### config.mk
export PLATFORM = sky130hd
export DESIGN_NAME = fetch_queue_ifu_flat
export DESIGN_NICKNAME = d
export VERILOG_FILES = /design/src/rtl/fetch_queue_ifu_if.sv /design/src/rtl/fetch_queue_ifu.sv /design/src/flat_wrapper.sv
export SDC_FILE = /design/constraint.sdc
export NUM_CORES = 1
export LEC_CHECK = 0
export ABC_CLOCK_PERIOD_IN_PS = 8119
export CAP_MARGIN = 30
export CORE_MARGIN = 2
export CORE_UTILIZATION = 45
export DETAILED_ROUTE_END_ITERATION = 7
export GPL_ROUTABILITY_DRIVEN = 0
export PLACE_DENSITY = 0.8
export SYNTH_ARGS = -nofsm -noshare
export SYNTH_HDL_FRONTEND = slang
export SYNTH_SLANG_ARGS = --single-unit
### constraint.sdc
create_clock -name clk -period 8.12 [get_ports clk]
set_clock_uncertainty 0.1 [all_clocks]
set_input_delay 1.624 -clock clk [delete_from_list [all_inputs] [get_ports clk]]
set_output_delay 1.624 -clock clk [all_outputs]
set_load 0.05 [all_outputs]
### src/rtl/fetch_queue_ifu_if.sv
`default_nettype none
// ============================================================================
// Module   : fetch_queue_ifu_if
// Brief    : Redirect, instruction-memory and decode-side bundle for the IFU.
// Revision : 1.0
// ============================================================================
interface fetch_queue_ifu_if;
    logic        redirect;
    logic [31:0] redirect_pc;
    logic        imem_req;
    logic [31:0] imem_addr;
    logic        imem_rvalid;
    logic [31:0] imem_rdata;
    logic        out_valid;
    logic        out_ready;
    logic [31:0] out_pc;
    logic [31:0] out_instr;
    logic        out_adel;

    modport master (
        input  redirect, redirect_pc, imem_rvalid, imem_rdata, out_ready,
        output imem_req, imem_addr, out_valid, out_pc, out_instr, out_adel
    );

    modport slave (
        output redirect, redirect_pc, imem_rvalid, imem_rdata, out_ready,
        input  imem_req, imem_addr, out_valid, out_pc, out_instr, out_adel
    );
endinterface
`default_nettype wire

### src/rtl/fetch_queue_ifu.sv
`default_nettype none
// ============================================================================
// Module   : fetch_queue_ifu
// Brief    : Sequential fetch unit with a QDEPTH-entry prefetch queue and redirect.
// Revision : 1.0
// ============================================================================
module fetch_queue_ifu #(
    parameter logic [31:0] RESET_PC = 32'h0000_3000,
    parameter logic [31:0] TEXT_LO  = 32'h0000_3000,
    parameter logic [31:0] TEXT_HI  = 32'h0000_6FFF,
    parameter int          QDEPTH   = 4
) (
    input  wire logic          clk,
    input  wire logic          reset,
    fetch_queue_ifu_if.master  bus
);
    localparam int PW = $clog2(QDEPTH);

    typedef enum logic [1:0] {
        ST_RUN  = 2'd0,
        ST_WAIT = 2'd1,
        ST_DROP = 2'd2,
        ST_HALT = 2'd3
    } state_t;

    state_t        state_q, state_d;
    logic [31:0]   fetch_pc_q, fetch_pc_d;
    logic [31:0]   req_pc_q, req_pc_d;
    logic [PW-1:0] rd_ptr_q, rd_ptr_d;
    logic [PW-1:0] wr_ptr_q, wr_ptr_d;
    logic [PW:0]   count_q, count_d;

    logic [31:0]   q_pc_q    [QDEPTH];
    logic [31:0]   q_instr_q [QDEPTH];
    logic          q_adel_q  [QDEPTH];

    logic          pc_legal, credit, issue, push_adel, push_resp, push, pop;
    logic [PW+1:0] occupancy;
    logic [31:0]   push_pc, push_instr;

    always_comb begin
        pc_legal  = (fetch_pc_q[1:0] == 2'b00) && (fetch_pc_q >= TEXT_LO) && (fetch_pc_q <= TEXT_HI);
        // An outstanding request already owns a queue slot.
        occupancy = {1'b0, count_q} + {{(PW+1){1'b0}}, (state_q == ST_WAIT)};
        credit    = occupancy < (PW+2)'(QDEPTH);
        issue     = !reset && !bus.redirect && credit && pc_legal &&
                    ((state_q == ST_RUN) || ((state_q == ST_WAIT) && bus.imem_rvalid));
        push_adel = !bus.redirect && (state_q == ST_RUN) && credit && !pc_legal;
        push_resp = !bus.redirect && (state_q == ST_WAIT) && bus.imem_rvalid;
        push      = push_adel || push_resp;
        pop       = (count_q != '0) && bus.out_ready && !bus.redirect;
        push_pc    = push_adel ? fetch_pc_q : req_pc_q;
        push_instr = push_adel ? 32'h0 : bus.imem_rdata;
    end

    assign bus.imem_req  = issue;
    assign bus.imem_addr = issue ? fetch_pc_q : 32'h0;
    assign bus.out_valid = (count_q != '0);
    assign bus.out_pc    = bus.out_valid ? q_pc_q[rd_ptr_q]    : 32'h0;
    assign bus.out_instr = bus.out_valid ? q_instr_q[rd_ptr_q] : 32'h0;
    assign bus.out_adel  = bus.out_valid ? q_adel_q[rd_ptr_q]  : 1'b0;

    always_comb begin
        state_d    = state_q;
        fetch_pc_d = fetch_pc_q;
        req_pc_d   = req_pc_q;
        rd_ptr_d   = rd_ptr_q;
        wr_ptr_d   = wr_ptr_q;
        count_d    = count_q;
        if (bus.redirect) begin
            fetch_pc_d = bus.redirect_pc;
            rd_ptr_d   = '0;
            wr_ptr_d   = '0;
            count_d    = '0;
            // A response still in flight must be swallowed before fetch restarts.
            state_d    = (((state_q == ST_WAIT) || (state_q == ST_DROP)) && !bus.imem_rvalid)
                         ? ST_DROP : ST_RUN;
        end else begin
            if (issue) begin
                fetch_pc_d = fetch_pc_q + 32'd4;
                req_pc_d   = fetch_pc_q;
            end
            if (push) wr_ptr_d = wr_ptr_q + PW'(1);
            if (pop)  rd_ptr_d = rd_ptr_q + PW'(1);
            case ({push, pop})
                2'b10:   count_d = count_q + (PW+1)'(1);
                2'b01:   count_d = count_q - (PW+1)'(1);
                default: count_d = count_q;
            endcase
            case (state_q)
                ST_RUN: begin
                    if (issue)          state_d = ST_WAIT;
                    else if (push_adel) state_d = ST_HALT;
                end
                ST_WAIT: if (bus.imem_rvalid) state_d = issue ? ST_WAIT : ST_RUN;
                ST_DROP: if (bus.imem_rvalid) state_d = ST_RUN;
                default: state_d = state_q;
            endcase
        end
    end

    always_ff @(posedge clk) begin
        if (reset) begin
            state_q    <= ST_RUN;
            fetch_pc_q <= RESET_PC;
            req_pc_q   <= 32'h0;
            rd_ptr_q   <= '0;
            wr_ptr_q   <= '0;
            count_q    <= '0;
        end else begin
            state_q    <= state_d;
            fetch_pc_q <= fetch_pc_d;
            req_pc_q   <= req_pc_d;
            rd_ptr_q   <= rd_ptr_d;
            wr_ptr_q   <= wr_ptr_d;
            count_q    <= count_d;
        end
    end

    // Storage needs no reset: entries are only visible while count is non-zero.
    always_ff @(posedge clk) begin
        if (push && !reset) begin
            q_pc_q[wr_ptr_q]    <= push_pc;
            q_instr_q[wr_ptr_q] <= push_instr;
            q_adel_q[wr_ptr_q]  <= push_adel;
        end
    end
endmodule
`default_nettype wire

### src/flat_wrapper.sv
// flat-port wrapper written by rule: the top's interface ports become plain ports
module fetch_queue_ifu_flat 
#(
    parameter logic [31:0] RESET_PC = 32'h0000_3000,
    parameter logic [31:0] TEXT_LO  = 32'h0000_3000,
    parameter logic [31:0] TEXT_HI  = 32'h0000_6FFF,
    parameter int          QDEPTH   = 4
)
  (clk, reset, bus_redirect, bus_redirect_pc, bus_imem_rvalid, bus_imem_rdata, bus_out_ready, bus_imem_req, bus_imem_addr, bus_out_valid, bus_out_pc, bus_out_instr, bus_out_adel);
  fetch_queue_ifu_if bus_i ();
  input  wire logic clk;
  input  wire logic reset;
  input wire logic [$bits(bus_i.redirect)-1:0] bus_redirect;
  input wire logic [$bits(bus_i.redirect_pc)-1:0] bus_redirect_pc;
  input wire logic [$bits(bus_i.imem_rvalid)-1:0] bus_imem_rvalid;
  input wire logic [$bits(bus_i.imem_rdata)-1:0] bus_imem_rdata;
  input wire logic [$bits(bus_i.out_ready)-1:0] bus_out_ready;
  output wire logic [$bits(bus_i.imem_req)-1:0] bus_imem_req;
  output wire logic [$bits(bus_i.imem_addr)-1:0] bus_imem_addr;
  output wire logic [$bits(bus_i.out_valid)-1:0] bus_out_valid;
  output wire logic [$bits(bus_i.out_pc)-1:0] bus_out_pc;
  output wire logic [$bits(bus_i.out_instr)-1:0] bus_out_instr;
  output wire logic [$bits(bus_i.out_adel)-1:0] bus_out_adel;
  assign bus_i.redirect = bus_redirect;
  assign bus_i.redirect_pc = bus_redirect_pc;
  assign bus_i.imem_rvalid = bus_imem_rvalid;
  assign bus_i.imem_rdata = bus_imem_rdata;
  assign bus_i.out_ready = bus_out_ready;
  assign bus_imem_req = bus_i.imem_req;
  assign bus_imem_addr = bus_i.imem_addr;
  assign bus_out_valid = bus_i.out_valid;
  assign bus_out_pc = bus_i.out_pc;
  assign bus_out_instr = bus_i.out_instr;
  assign bus_out_adel = bus_i.out_adel;
  fetch_queue_ifu #(.RESET_PC(RESET_PC), .TEXT_LO(TEXT_LO), .TEXT_HI(TEXT_HI), .QDEPTH(QDEPTH)) u_core (.clk(clk), .reset(reset), .bus(bus_i));
endmodule
; ---- Word-level counts from Yosys, hierarchy flattened
; Memories as Yosys holds them, arrays and structs flattened. A register that Yosys moved wholly into a read port is not among the register bits.
; Cells that the tools add are included.
[word_totals]
mem_count = 3
ramBits = 260
reg_bits = 73
word_cells = 83
out_inout_bits = 99
[op_classes]
n_lt_le_gt_ge = 3
reduce_logical = 32
mux = 25
bitwise_logic = 1
n_eq_ne = 7
add_sub_neg = 6
[memory_table]
columns = name, depth, word_bits, rd, rd_ports_with_merged_regs, write_ports, line_no
row1 = u_core.q_instr_q, 4, 32, 1, 1, 1, fetch_queue_ifu.sv:34  ; logic [31:0] q_instr_q [QDEPTH];
row2 = u_core.q_pc_q, 4, 32, 1, 1, 1, fetch_queue_ifu.sv:33  ; logic [31:0] q_pc_q [QDEPTH];
row3 = u_core.q_adel_q, 4, 1, 1, 1, 1, fetch_queue_ifu.sv:35  ; logic q_adel_q [QDEPTH];
[ops]
columns = op, count
row1 = 32-bit 2-to-1 mux, 7
row2 = 32-bit by 3-bit adder with 32-bit output (second input constant), 1
row3 = 32-bit by 14-bit >= comparator with 1-bit output (second input constant), 1
row4 = 32-bit by 15-bit <= comparator with 1-bit output (second input constant), 1
row5 = 2-bit 2-to-1 mux, 12
row6 = 1-bit logical AND, 16
row7 = 3-bit != test (second input constant), 2
row8 = 2-bit case mux with 3 select lines, 1
row9 = 3-bit case mux with 2 select lines, 1
row10 = 2-bit by 1-bit adder with 2-bit output (second input constant), 2
row11 = 3-bit by 1-bit adder with 4-bit output, 1
row12 = 2-bit by 1-bit equality test with 1-bit output (second input constant), 2
row13 = 2-bit equality test (second input constant), 2
row14 = 1-bit logical NOT, 4
row15 = 2-bit logical NOT, 2
row16 = 4-bit by 3-bit < comparator with 1-bit output (second input constant), 1
row17 = 1-bit 2-to-1 mux, 4
row18 = 4-bit by 2-bit != test with 1-bit output (second input constant), 1
row19 = 4-bit AND reduction, 1
row20 = 2-bit nonzero test, 2
row21 = 4-bit nonzero test, 1
row22 = 3-bit by 1-bit adder with 3-bit output (second input constant), 1
row23 = 1-bit logical OR, 3
row24 = 3-bit nonzero test, 1
row25 = 4 further kinds, 4

; ---- Longest topological paths before layout
; Gate-level depths: netlist (run 1).
[logic_depth]
ltp_word = 10
ltp_mapped = 13

; ---- Worst setup path after synthesis (run 1)
; OpenSTA, ideal clock, no wires.
[synth_path]
kind = input to register
start = in bus_redirect
end = mem u_core.q_adel_q[0] (enable)
path_slack_ns = 0.274
path_stages = 6
path_buffers = 2
t_required_ns = 7.439
arrival_ns = 7.164
cell_sequence = clkbuf_1 nor3b_1 o21ai_2 o21a_1 buf_2 nor3b_1
[synth_via]
elab_chain_cells = 8
word_cells_on_any_way = 10
[synth_rtl]
columns = element, line_no
row1 = "start, declared", flat_wrapper.sv:13  ; input wire logic [$bits(bus_i.redirect)-1:0] bus_redirect;
row2 = 1-bit logical NOT *, "fetch_queue_ifu.sv:48, fetch_queue_ifu.sv:49"
row3 = 1-bit logical AND (3 in a row), fetch_queue_ifu.sv:48  ; push_adel = !bus.redirect && (state_q == ST_RUN) && credit && !pc_legal;
row4 = 1-bit logical OR *, fetch_queue_ifu.sv:50  ; push = push_adel || push_resp;
row5 = 1-bit logical AND *, fetch_queue_ifu.sv:122  ; if (push && !reset) begin
row6 = 1-bit 2-to-1 mux *, fetch_queue_ifu.sv:122
row7 = 1-bit 2-to-1 mux (implied by the code) *, fetch_queue_ifu.sv:125  ; q_adel_q[wr_ptr_q] <= push_adel;
row8 = "end, declared", fetch_queue_ifu.sv:35
; Mark *: on every way between the ends. The rest lies on a longest branch, timed or not.

; ---- Final worst setup path (run 1)
[layout_path]
start = in bus_imem_rvalid
end = out bus_imem_addr[8]
[layout_via]
elab_chain_cells = 4
[layout_rtl]
columns = element, line_no
row1 = "start, declared", flat_wrapper.sv:15  ; input wire logic [$bits(bus_i.imem_rvalid)-1:0] bus_imem_rvalid;
row2 = 1-bit logical AND, fetch_queue_ifu.sv:47  ; ((state_q == ST_RUN) || ((state_q == ST_WAIT) && bus.imem_rvalid));
row3 = 1-bit logical OR, fetch_queue_ifu.sv:47
row4 = 1-bit logical AND, fetch_queue_ifu.sv:46  ; issue = !reset && !bus.redirect && credit && pc_legal &&
row5 = 32-bit 2-to-1 mux, fetch_queue_ifu.sv:57  ; assign bus.imem_addr = issue ? fetch_pc_q : 32'h0;
row6 = "end, declared", flat_wrapper.sv:19  ; output wire logic [$bits(bus_i.imem_addr)-1:0] bus_imem_addr;
; No other way between the ends.

==> results.py, run 1 <==
metrics = {
    "pwr": {
        "p_sw_uw": 1150,
        "swShare_pct": 26.4,
        "ir_drop_uv": 135,
        "finalPower_uw": 4380,
        "pwr-share-clk_pct": 35.7,
        "pwr-share-seq_pct": 46.4,
        "p_int_uw": 3220,
        "cellPowerDensity_mw_per_mm2": 262,
        "p_comb_share_pct": 17.8,
        "leakage_uw": 0.00574,
    },
    "clock_network": {
        "tritoncts": "done",
        "cts_made_buffers": 35,
        "post_cts_buffers": 0,
        "clkSinkCount": 335,
        "root_buffer": "clkbuf_16",
        "ctsResizeCount": 0,
        "clk_pin_slew_worst_paths_ps": 60,
        "clk_latency_ps": 510,
        "hold_buffers": 0,
        "htree_levels": 2,
        "cts.path.max_buffers": 3,
    },
    "global_routing": {
        "grt_pass1_wl_um": 43300,
        "grt_antenna_before_repair": 3,
        "grt_pass1_vias": 7781,
        "grt.total_usage_pct": 17.9,
        "grt_max_degree": 71,
        "overflow": 0,
    },
    "worst_setup_path": {
        "worstPathRequired_ps": 6400,
        "critPathArrivalTime_ps": 4300,
        "cp.depth": 8,
        "worstPathCellList": "clkdlybuf4s50_1 -> a21oi_1 -> nor2_1 -> nand4_2 -> inv_1 -> nand2_1 -> inv_1 -> clkdlybuf4s50_1",
        "worstPathMaxFanout": 20,
        "r2r_slack_ps": 4930,
        "slowest_stage": "clkdlybuf4s50_1",
        "end_kind": "output pin",
        "reg2reg_to": "u_core.count_q[2]$_SDFFE_PP0P_",
        "cp_top_family": "buffers and inverters",
        "slowest_delay_ps": 800,
        "ff2ff_path_depth": 10,
        "r2r_start": "u_core.fetch_pc_q[15]$_SDFFE_PP0P_",
        "path_buf_inv": 4,
        "critPathLaunchType": "input pin",
        "worst-setup-path-type": "input pin to output pin",
        "crit_start": "bus_imem_rvalid",
    },
    "sta": {
        "maxSlewHeadroom_pct": 32.5,
        "slew_viol_final": 0,
        "tightest_slew_ps": 1010,
        "setup_viol": 0,
        "fmax_mhz": 166,
        "hold_viol": 0,
        "rsz0062_at_grt": "false",
        "final.period_utilization_pct": 74.2,
        "setup_tns_ps": 0,
        "finalCriticalPeriod_ps": 6030,
        "fin_ws_ps": 2090,
    },
    "die": {
        "die_width_um": 178,
        "dieArea_mm2": 0.0319,
        "io_pins": 168,
        "coreArea_mm2": 0.0298,
        "dieHeight_um": 178,
        "core.rowCount": 63,
        "initial_core_util_pct": 46.0,
    },
    "finish": {
        "syn_to_final_growth_pct": 22.2,
        "layout-drive-gt1-share_pct": 16.6,
        "diodes": 0,
        "nets": 1096,
    },
    "drt": {
        "post_drt_via_cell_ratio": 5.36,
        "drt_wl_total_um": 28200,
        "first_iter_violations": 511,
        "drtAntennaViolNets": 0,
        "wl_per_cell_um": 19.7,
        "first_pass_iters": 7,
        "vias": 7677,
        "drc": 0,
    },
    "min_path": {
        "min_from": "u_core.req_pc_q[21]$_SDFFE_PP0P_",
        "worstHoldPathType": "register to register",
        "hold_depth": 1,
        "hold_path_end": "u_core.req_pc_q[21]$_SDFFE_PP0P_",
    },
    "yosys": {
        "synth_common_cells": "edfxtp_1 (260), and2_1 (117), dfxtp_1 (75)",
        "yosysTopAreaCellShare_pct": 57.0,
        "synth_top_cell_by_area": "edfxtp_1",
        "syn-mean-instance-area_um2": 15.8,
        "yosysMostFrequentCell": "edfxtp_1",
        "synth_area_leaders": "edfxtp_1 (57%), dfxtp_1 (11%), mux4_2 (11%), and2_1 (5.3%), mux2_2 (2.2%)",
        "yosys_warnings": 0,
        "synth_edf_count": 260,
        "synth_ff_type": "edfxtp_1",
        "ys_seq_area_share_pct": 68.0,
        "synth_area_mm2": 0.0137,
        "ys_ff_latch": 335,
        "synth_cells": 867,
        "synth.distinct_cells": 54,
        "async_flop_share_pct": 0,
    },
    "outcome": {
        "outcome": "completed",
    },
    "flow_run": {
        "maxCapViolCount": 0,
    },
    "place": {
        "place_ws_ps": 2140,
        "io_buffers": 148,
        "dp_hpwl_um": 17400,
    },
}
[sequential cells by signal (all words and copies together), names as in the netlist, named ones only]
| signal | cells |
|---|---|
| u_core.count_q | 3 |
| u_core.rd_ptr_q | 2 |
| u_core.q_adel_q | 4 |
| u_core.req_pc_q | 32 |
| u_core.state_q | 2 |
| u_core.wr_ptr_q | 2 |
| u_core.fetch_pc_q | 32 |
| u_core.q_instr_q | 128 |
| u_core.q_pc_q | 128 |
[worst max path at each step]
stage | to | slack (ps)
global placement | bus_imem_addr[8] | 2230
global route | bus_imem_addr[8] | 1880
CTS | bus_imem_addr[8] | 2120
floorplan | u_core.q_adel_q[0]$_DFFE_PP_ | 270
finish | bus_imem_addr[8] | 2090
detailed placement | bus_imem_addr[8] | 2140
[power groups by stage]
stage                     registers (µW)  clock network [µW]  logic (µW)
final                               2030                1560         781
after global routing                2040                1670         839
after CTS                           2030                1600         790
after detailed placement            2070                   0         787
after global placement              2060                   0         771
after floorplan                     2060                   0         549
[layout make-up]
cell class | count | area, µm²
Clock buffer | 49 | 983
Multi-Input combinational cell | 455 | 4030
Timing Repair Buffer | 160 | 1640
Tap cell | 390 | 488
Inverter | 29 | 109
Clock inverter | 15 | 163
Sequential cell | 335 | 9320
Fill cell | 2330 | 13100
[cells in the final DEF, fill, tap and decap left out, drive strengths merged, types with 27 or more instances in the layout]
cell type      Yosys  final
nor2              37     37
clkdlybuf4s50      0    146
inv               29     30
mux4              65     65
clkbuf            26     49
mux2              27     27
dfxtp             75     75
edfxtp           260    260
nand2             46     46
and2             117    117
[logic make-up (layout without fill, tap and decap cells)]
family / Yosys count / after routing / share of synthesized area, %
DFF: 335 / 335 / 68.0
and+or+nand+nor: 249 / 249 / 10.0
muxes: 114 / 114 / 14.5
buffers and inverters: 95 / 253 / 3.31
AOI/OAI and AO/OA: 54 / 54 / 2.61
adders and majority gates: 11 / 11 / 1.06
xor gates and xnor gates: 8 / 8 / 0.511
other: 1 / 19 / 0.0274
[stage by stage]
stage	util, %	instance area (µm²)	hold WS (ps)	instances
floorplan	-	13800	324	885
global route	56.2	16700	371	1433
global placement	51.9	15500	336	1365
CTS	56.2	16700	359	1433
detailed placement	52.3	15600	338	1369
finish	56.2	16700	355	1433
[layer usage]
metal | global-route usage (%) | share of wire, % | vias up
met5 | 0.801 | 0.074 | -
met4 | 4.34 | 2.0 | 4
met3 | 4.20 | 6.8 | 59
met2 | 30.7 | 50 | 305
met1 | 23.0 | 41 | 3807
li1 | - | - | 3502
No activity file was read; power rests on OpenSTA's default activity.
==> inputs of run 2 (changes only) <==
- ABC_CLOCK_PERIOD_IN_PS: 8119 -> 6200
- PLACE_DENSITY: 0.8 -> 0.78
- clock period: 8.12 -> 6.2 ns (I/O delays scaled with it)
==> run 2 against run 1 <==
Clock power increased by 30%. Combinational power grew 31%. Die area unchanged. Non-clock buffer count grew 2. Global-route usage increased by 0.13 points. Critical path depth decreased by 1. Utilization down 0.084 points. First-iteration DRC count increased by 12%. Sequential power grew 31%. Register-to-register slack got worse by 2000 ps. Wire length up 0.24%. Critical path type unchanged.
==> results.py, run 2 (synthesis results as in run 1) <==
metrics = {
    "clock_network": {
        "cts.path.max_buffers": 3,
        "hold_buffers": 0,
        "tritoncts": "done",
        "clk_pin_slew_worst_paths_ps": 60,
        "ctsResizeCount": 0,
        "htree_levels": 2,
        "root_buffer": "clkbuf_16",
        "post_cts_buffers": 0,
        "clk_latency_ps": 500,
        "clkSinkCount": 335,
        "cts_made_buffers": 35,
    },
    "pwr": {
        "leakage_uw": 0.00573,
        "p_int_uw": 4220,
        "cellPowerDensity_mw_per_mm2": 342,
        "p_comb_share_pct": 17.9,
        "p_sw_uw": 1490,
        "pwr-share-seq_pct": 46.6,
        "swShare_pct": 26.1,
        "finalPower_uw": 5710,
        "pwr-share-clk_pct": 35.5,
        "ir_drop_uv": 177,
    },
    "drt": {
        "drc": 0,
        "wl_per_cell_um": 19.8,
        "vias": 7663,
        "drtAntennaViolNets": 0,
        "drt_wl_total_um": 28300,
        "first_pass_iters": 5,
        "first_iter_violations": 572,
        "post_drt_via_cell_ratio": 5.35,
    },
    "sta": {
        "setup_viol": 0,
        "finalCriticalPeriod_ps": 5230,
        "slew_viol_final": 0,
        "final.period_utilization_pct": 84.4,
        "fmax_mhz": 191,
        "hold_viol": 0,
        "setup_tns_ps": 0,
        "tightest_slew_ps": 909,
        "rsz0062_at_grt": "false",
        "maxSlewHeadroom_pct": 39.4,
    },
    "die": {
        "die_width_um": 178,
        "dieArea_mm2": 0.0319,
        "io_pins": 168,
        "initial_core_util_pct": 46.0,
        "core.rowCount": 63,
        "coreArea_mm2": 0.0298,
        "dieHeight_um": 178,
    },
    "place": {
        "placed_area_mm2": 0.0156,
        "io_buffers": 148,
        "dp_hpwl_um": 17600,
    },
    "flow_run": {
        "maxCapViolCount": 0,
    },
    "worst_setup_path": {
        "worstPathRequired_ps": 4860,
        "critPathArrivalTime_ps": 3890,
        "slowest_delay_ps": 810,
        "slowest_stage": "clkdlybuf4s50_1",
        "path_buf_inv": 4,
        "critPathLaunchType": "input pin",
        "ff2ff_path_depth": 10,
        "worst-setup-path-type": "input pin to output pin",
        "worstPathMaxFanout": 34,
        "r2r_start": "u_core.fetch_pc_q[20]$_SDFFE_PP0P_",
        "end_kind": "output pin",
        "r2r_slack_ps": 2940,
        "worstPathCellList": "buf_2 -> nor2_2 -> nand4_2 -> inv_1 -> nand2_1 -> inv_1 -> clkdlybuf4s50_1",
        "crit_top_cell": "inv_1",
        "cp_top_family": "buffers and inverters",
        "reg2reg_to": "u_core.count_q[2]$_SDFFE_PP0P_",
    },
    "min_path": {
        "worstHoldPathType": "register to register",
        "hold_path_end": "u_core.req_pc_q[18]$_SDFFE_PP0P_",
        "min_from": "u_core.req_pc_q[18]$_SDFFE_PP0P_",
        "hold_depth": 1,
    },
    "global_routing": {
        "grt.total_usage_pct": 18.0,
        "grt_pass1_wl_um": 43800,
        "overflow": 0,
        "grt_pass1_vias": 7946,
        "grt_antenna_before_repair": 3,
        "grt_max_degree": 71,
    },
    "finish": {
        "design_area_mm2": 0.0167,
        "layout-drive-gt1-share_pct": 16.3,
        "layout_common_cells": "edfxtp_1 (260), clkdlybuf4s50_1 (146), and2_1 (117)",
        "top_regs": "u_core.q_instr_q (128), u_core.q_pc_q (128)",
        "nets": 1098,
        "layout_commonest_cell": "edfxtp_1",
        "syn_to_final_growth_pct": 22.0,
        "filler_cell_count": 2323,
    },
    "outcome": {
        "outcome": "completed",
    },
}
run 2: changes by cell type in the layout (fill, tap and decap cells not counted), moves of 2 or more:
cell,before,now
clkinv_2,5,3
buf_4,8,10
buf_16,4,2
buf_12,0,2
run 2: per-layer routing:
metal | share of wire, % | vias to the layer above | track usage (%)
li1 | - | 3508 | -
met1 | 42 | 3856 | 23.8
met2 | 49 | 260 | 30.8
met3 | 6.6 | 37 | 3.50
met4 | 1.6 | 2 | 4.27
met5 | 0.057 | - | 0
run 2: final cells by class:
class	instances	area, µm²	area share (%)
diodes	1	2.50	0.0150
clock buffers	48	987	5.91
clock inverters	12	131	0.786
inverters	29	109	0.651
multi-input cells	455	4030	24.1
flip-flops and latches	335	9320	55.8
well taps	390	488	2.92
repair buffers	162	1640	9.82
run 2: power by group through the flow:
| stage | registers, µW | logic (µW) | clock network, µW |
|---|---|---|---|
| 3_5_place_dp | 2710 | 1030 | 0 |
| 4_1_cts | 2660 | 1030 | 2070 |
| 5_1_grt | 2670 | 1100 | 2160 |
| 6_report | 2660 | 1020 | 2030 |
| 3_3_place_gp | 2700 | 1010 | 0 |
| 2_1_floorplan | 2700 | 719 | 0 |
run 2: worst register-to-register path: stages, from the launching register on:
cell	delay [ps]
dfxtp_1	340
nor4_2	450
o211ai_2	310
o21ai_4	220
o21a_1	400
ha_1	260
inv_1	60
fa_1	370
xor2_1	160
or3_1	320
a21oi_1	190
run 2: how the worst max path moves through the flow:
stage               startpoint                      endpoint  slack, ps  cells past startpoint
3_5_place_dp      bus_redirect              bus_imem_addr[8]       1010                      7
2_1_floorplan     bus_redirect  u_core.q_adel_q[0]$_DFFE_PP_      -1260                      6
6_report          bus_redirect              bus_imem_addr[8]        970                      7
4_1_cts           bus_redirect              bus_imem_addr[8]       1000                      7
5_1_grt        bus_imem_rvalid              bus_imem_addr[3]        770                      8
3_3_place_gp      bus_redirect              bus_imem_addr[8]       1110                      7
run 2: metrics by stage:
step | hold slack (ps) | std cells | setup slack (ps) | utilization [%]
2_1_floorplan | 324 | 885 | -1260 | -
3_3_place_gp | 336 | 1368 | 1110 | 52.1
3_5_place_dp | 340 | 1370 | 1010 | 52.3
4_1_cts | 356 | 1430 | 995 | 56.0
5_1_grt | 373 | 1431 | 772 | 56.1
6_report | 356 | 1432 | 970 | 56.1
